$ cat src/rtl/pll_lock_sequencer.sv
// PLL power-up / lock sequencer: reset pulse, lock wait with retry, stability qualification.
// Optional lock-loss counter output when PLL_SEQ_LOSS_COUNTER_EN is defined.
module pll_lock_sequencer #(
   parameter int RST_CYCLES          = 8,
   parameter int LOCK_TIMEOUT_CYCLES = 50000,
   parameter int LOCK_STABLE_CYCLES  = 1024,
   parameter int MAX_RETRIES         = 3
) (
   input  logic       clk,
   input  logic       reset,
   input  logic       enable,
   input  logic       pll_lock,
   output logic       pll_pwd,
   output logic       pll_reset,
   output logic       ready,
   output logic       fault,
   output logic [3:0] retry_count
`ifdef PLL_SEQ_LOSS_COUNTER_EN
   ,
   output logic [7:0] loss_count
`endif
);

   localparam logic [15:0] RST_LAST = 16'(RST_CYCLES - 1);
   localparam logic [15:0] TO_LAST  = 16'(LOCK_TIMEOUT_CYCLES - 1);
   localparam logic [15:0] STB_CNT  = 16'(LOCK_STABLE_CYCLES);
   localparam logic [3:0]  RETRY_MAX = 4'(MAX_RETRIES);

   typedef enum logic [2:0] {
      IDLE, RST, WAIT_LOCK, STABLE, READY, FAULT
   } state_t;

   state_t      state;
   logic [15:0] timer;
   logic        lock_meta;
   logic        lock_s;
   logic [15:0] timer_inc;

   assign timer_inc = (timer == 16'hFFFF) ? timer : timer + 16'd1;

   // Outputs are written together with the state they belong to, so they
   // change on the same edge as the state register.
   always_ff @(posedge clk) begin
      if (reset) begin
         state       <= IDLE;
         timer       <= '0;
         lock_meta   <= 1'b0;
         lock_s      <= 1'b0;
         pll_pwd     <= 1'b1;
         pll_reset   <= 1'b1;
         ready       <= 1'b0;
         fault       <= 1'b0;
         retry_count <= '0;
`ifdef PLL_SEQ_LOSS_COUNTER_EN
         loss_count  <= '0;
`endif
      end else begin
         lock_meta <= pll_lock;
         lock_s    <= lock_meta;
         if (!enable) begin
            state     <= IDLE;
            pll_pwd   <= 1'b1;
            pll_reset <= 1'b1;
            ready     <= 1'b0;
            fault     <= 1'b0;
         end else begin
            case (state)
               IDLE: begin
                  state       <= RST;
                  timer       <= '0;
                  retry_count <= '0;
                  pll_pwd     <= 1'b0;
                  pll_reset   <= 1'b1;
               end
               RST: begin
                  if (timer == RST_LAST) begin
                     state     <= WAIT_LOCK;
                     timer     <= '0;
                     pll_reset <= 1'b0;
                  end else begin
                     timer <= timer_inc;
                  end
               end
               WAIT_LOCK: begin
                  // Lock wins over a coincident timeout.
                  if (lock_s) begin
                     state <= STABLE;
                     timer <= '0;
                  end else if (timer == TO_LAST) begin
                     if (retry_count < RETRY_MAX) begin
                        state       <= RST;
                        timer       <= '0;
                        retry_count <= retry_count + 4'd1;
                        pll_reset   <= 1'b1;
                     end else begin
                        state     <= FAULT;
                        pll_pwd   <= 1'b1;
                        pll_reset <= 1'b1;
                        fault     <= 1'b1;
                     end
                  end else begin
                     timer <= timer_inc;
                  end
               end
               STABLE: begin
                  if (!lock_s) begin
                     state <= WAIT_LOCK;
                     timer <= '0;
                  end else if (timer == STB_CNT) begin
                     state <= READY;
                     ready <= 1'b1;
                  end else begin
                     timer <= timer_inc;
                  end
               end
               READY: begin
                  if (!lock_s) begin
                     state       <= RST;
                     timer       <= '0;
                     retry_count <= '0;
                     ready       <= 1'b0;
                     pll_reset   <= 1'b1;
`ifdef PLL_SEQ_LOSS_COUNTER_EN
                     if (loss_count != 8'hFF) loss_count <= loss_count + 8'd1;
`endif
                  end
               end
               FAULT: begin
                  state <= FAULT;
               end
               default: begin
                  state     <= IDLE;
                  pll_pwd   <= 1'b1;
                  pll_reset <= 1'b1;
                  ready     <= 1'b0;
                  fault     <= 1'b0;
               end
            endcase
         end
      end
   end

endmodule

$ cat config.mk
export PLATFORM = sky130hd
export DESIGN_NAME = pll_lock_sequencer
export DESIGN_NICKNAME = d
export VERILOG_FILES = /design/src/rtl/pll_lock_sequencer.sv
export SDC_FILE = /design/constraint.sdc
export NUM_CORES = 1
export LEC_CHECK = 0
export BUFFER_PORTS_ARGS = -buffer_cell sky130_fd_sc_hd__buf_2
export CORE_ASPECT_RATIO = 0.75
export CORE_MARGIN = 1.5
export CORE_UTILIZATION = 47
export CTS_CLUSTER_SIZE = 10
export DETAILED_ROUTE_END_ITERATION = 8
export HOLD_SLACK_MARGIN = 0.1
export SYNTH_ARGS = -nofsm -noshare
export SYNTH_HDL_FRONTEND = slang
export SYNTH_SLANG_ARGS = --single-unit
$ cat constraint.sdc
create_clock -name clk -period 3.3 [get_ports clk]
set_clock_uncertainty 0.2 [all_clocks]
set_input_delay 0.66 -clock clk [delete_from_list [all_inputs] [get_ports clk]]
set_output_delay 0.66 -clock clk [all_outputs]
set_load 0.05 [all_outputs]
Word level (Yosys, flattened, before mapping)
Cells that the tools add are included.

Add/sub/neg operators: 2. Order comparisons: 1. Eq/ne operators: 21. Multiplexer cells: 36. Bitwise logic cells: 5. Reductions and logical operators: 15.

Operators by type and width (number): 16-bit two-way mux (8); 16-bit case mux with 5 select lines (1); 16-bit == test (second input constant) (2); 3-bit two-way mux (7); 3-bit case mux with 6 select lines (1); 16-bit by 1-bit adder with 16-bit output (second input constant) (1); 16-bit by 11-bit == test with 1-bit output (second input constant) (1); 16-bit by 3-bit == test with 1-bit output (second input constant) (1); 4-bit two-way mux (4); 2-bit inequality test (second input constant) (8); 4-bit AND reduction (4); 4-bit case mux with 3 select lines (1); 1-bit two-way mux (10); 5-bit AND reduction (2); 3-bit inequality test (second input constant) (3); 4-bit OR reduction (2); 3-bit by 2-bit == test with 1-bit output (second input constant) (2); 3-bit == test (second input constant) (2); 1-bit case mux with 3 select lines (2); 6-bit AND reduction (1); 1-bit NOT (5); 5-bit nonzero test (1); 5-bit OR reduction (1); 4-bit by 1-bit adder with 4-bit output (second input constant) (1); other kinds (8) (9).

Bits in registers: 29. Bits of input ports: 4. Output and inout port bits: 8. Word-level logic and storage cells: 89.

Logic depth before layout (Yosys ltp)
Depth in word-level cells: 5. Mapped depth: 8. Depth with buffers taken out: 7.

Worst setup path after synthesis
No wires, ideal clock.

Path kind: reg2reg. Start: reg retry_count[0]. End: reg timer[3]. Setup time: 70 ps. Arrival: 2275 ps. Required time: 3030 ps. Slack: 755 ps. Stages on the path, launching flop included: 8. Buffers on the path: 1. Clock period less this slack: 2545 ps. Cell sequence: dfxtp_1 -> ha_1 -> or3_1 -> and3_1 -> a21o_4 -> buf_12 -> or4_1 -> a21oi_1.

Longest elaborated chain between the ends: 3.

Ends and longest elaborated chain: from (decl) (RTL line 17) `output logic [3:0] retry_count`; from (signal assigned) (RTL line 93) `retry_count <= retry_count + 4'd1;`; 4-bit by 2-bit < comparator with 1-bit output (RTL line 90) `if (retry_count < RETRY_MAX) begin`; 4-bit inequality test (no source line); 5-bit AND reduction (no source line); to (signal assigned) (RTL line 81) `timer <= timer_inc;`; to (signal assigned) (RTL line 102) `timer <= timer_inc;`; to (signal assigned) (RTL line 113) `timer <= timer_inc;`; to (decl) (RTL line 34) `logic [15:0] timer;`.

No other way between the ends. A chain may end at the register's enable or synchronous reset.

Final worst setup path
Start: reg retry_count[0]. End: reg timer[0].

The elaborated chain is that of the path after synthesis.

==> impl_results.md <==
- Outcome: finished clean
- H-tree depth: 2
- Peak VDD IR: 0.306 mV
- Buf/Inv on CP: 0
- Global-route wire length before repair: 7220 um
- Data required time at the worst endpoint: 3.23 ns
- FMAX: 373 MHz
- Total iterations of the first detailed-routing run: 5
- Critical path launch point type: flip-flop
- Antenna Diode Count: 0
- DRT iter0 DRCs: 164
- Final period util: 0.812
- Top-Level Pins: 12
- Fin Setup TNS: 0 ns
- Most common cell after layout, fill and taps aside: dfxtp_1
- Largest net degree at the start of global routing: 27
- FF/Latch Area: 581 um2
- Worst EP arrival: 2.61 ns
- Nets: 223
- Pwr/cell area: 371 nW/um2
- Mean post-synth cell area: 8.52 um2
- Post-Syn Nets: 216
- Die area: 4170 um2
- Synth Cell Area: 1780 um2
- Setup ws final: 0.620 ns
- Final setup viols: 0
- Die Height: 56.3 um
- Worst Tran Pin Value: 0.759 ns
- CP Capture Type: flip-flop
- Crit Path Class: flip-flop to flip-flop
- Clk Latency, worst-skew pair: 0.28 ns
- Grt total ovfl: 0
- Layout cell share with drive strength beyond 1: 0.138
- CTS Hold Buffers Added: 0
- Routed via count: 1686
- Hold Vio Cnt, Final: 0
- Commonest cells after routing, fill and taps aside: 29 x dfxtp_1, 23 x a21oi_1, 16 x o31ai_1, 16 x or4_1, 13 x nand2_1
- Yosys reg bits: 29
- Synth-to-layout area growth: 6.89%
- Final min period: 2.68 ns
- Gpl congestion: 0.891
- Filler instances: 347
- Max-cap violations: 0
- Clk sinks: 29
- TritonCTS buffer count: 5
- Leakage: 0.625 nW
- Placed insts: 261
- Delay-heaviest family, CP: compound AO/OA/AOI/OAI gates
- Post-synth top area share: 0.326
- Post-DP HPWL: 3080 um
- CTS tree: done
- Die extent in x: 74.1 um
- Place WS: 0.608 ns
- Port bufs: 11
- Antenna-violating nets left: 0
- Post-layout util: 0.523
- Rel. slew slack: 0.493
- Post-CTS Setup Inserts: 0
- Post-DR wirelength/cell: 16.1 um
- Synth area leader: dfxtp_1
- Via count of the first global-routing pass: 1504
- Initial antenna violation count: 0
- Ys async rst share: 0
- RSZ-0062 raised after global routing: false
- Maximum fanout along the worst path: 26
- Worst-path clk slew: 0.06 ns
- EDFF count, synth: 0
- Max incr delay on CP: 0.78 ns
- Via density: 6.27
- Tot GR Track Use: 0.226
- HP Class: flip-flop to flip-flop
- Final Slew Violations: 0
- Crit path cell chain: ha_1 -> or3_1 -> and3_1 -> a21o_4 -> o41ai_4 -> a21oi_1
- Cells after Synth: 209
- Synth unique cells: 45
- Post-synth top flop: dfxtp_1
- Root Buffer Master: clkbuf_8
- Multi-input gate area: 1090 um2
- Final Non-Filler Cells: 269
- Ranking of synthesized cells by area: dfxtp_1 33%, o31ai_1 6.7%, or4_1 6.7%
- Sequential fraction of the synthesis area: 0.326
- Routed wire length: 4330 um
- Row cnt: 19
- Post-cts resize count: 0
- Core footprint: 3640 um2
- Clk buf depth: 2
- Critical path's slowest cell: o41ai_4
- Initial core utilization: 0.490
- Post-route DRC: 0
- Syn. warnings: 0
==> cell families after synthesis <==
family                   Yosys count  share of synthesized area
AO/OA/AOI/OAI                     70                      0.269
XOR/XNOR                           1                    0.00492
adder cells (fa/ha/maj)            3                     0.0211
buffers and inverters             18                     0.0639
flip-flops                        29                      0.326
multiplexers                       1                    0.00562
AND/OR/NAND/NOR                   87                      0.309
==> routing by layer <==
layer,up-vias,GRT usage,routed length (um)
li1,840,-,-
met3,4,0.0646,428
met1,767,0.352,2150
met4,0,0.0741,37
met2,75,0.291,1710
met5,-,0,0
==> area by class of cell <==
| type | count | share of cell area |
|---|---|---|
| clock buffer | 6 | 0.0381 |
| clock inverter | 2 | 0.00526 |
| inverter | 5 | 0.00986 |
| multi-input combinational | 162 | 0.571 |
| sequential | 29 | 0.305 |
| tap | 52 | 0.0342 |
| timing repair buffer | 13 | 0.0368 |
==> flip-flops by register name, summed over array words and instances (netlist names) <==
name / count
lock_s: 1
ready: 1
pll_pwd: 1
fault: 1
pll_reset: 1
timer: 16
retry_count: 4
state: 3
lock_meta: 1
==> Yosys cell counts (all sizes together), types with 4 or more instances <==
library cell,count
nand2,13
nor2,12
a31oi,4
nand4,9
clkbuf,5
o31ai,16
a21oi,24
a211oi,6
o21ai,9
nand3,6
buf,8
and3,4
inv,5
or4,17
dfxtp,29
nor2b,5
==> where the power goes <==
group | total [mW] | switching (mW) | internal [mW] | leakage, nW
logic | 0.0610 | 0.0411 | 0.0199 | 0.346
registers | 0.363 | 0.00778 | 0.355 | 0.235
clock network | 0.282 | 0.136 | 0.146 | 0.0450
total | 0.706 | 0.185 | 0.521 | 0.625
==> per-stage QoR <==
| stage | hold WS, ns | area [um2] | total power [mW] |
|---|---|---|---|
| after floorplan | 0.214 | 1780 | 0.423 |
| after global placement | 0.231 | 1820 | 0.430 |
| after detailed placement | 0.229 | 1820 | 0.431 |
| after CTS | 0.245 | 1900 | 0.717 |
| after global routing | 0.269 | 1900 | 0.740 |
| final | 0.243 | 1900 | 0.706 |
==> path summary, 6_finish.rpt <==
check             cells after the start      startpoint  slack, ns  endpoint
hold / removal                        1       lock_meta       0.24    lock_s
setup / recovery                      6  retry_count[0]       0.62  timer[0]
hold reg to reg                       1       lock_meta       0.24    lock_s
setup reg to reg                      6  retry_count[0]       0.62  timer[0]
No activity file was read; power rests on OpenSTA's default activity.
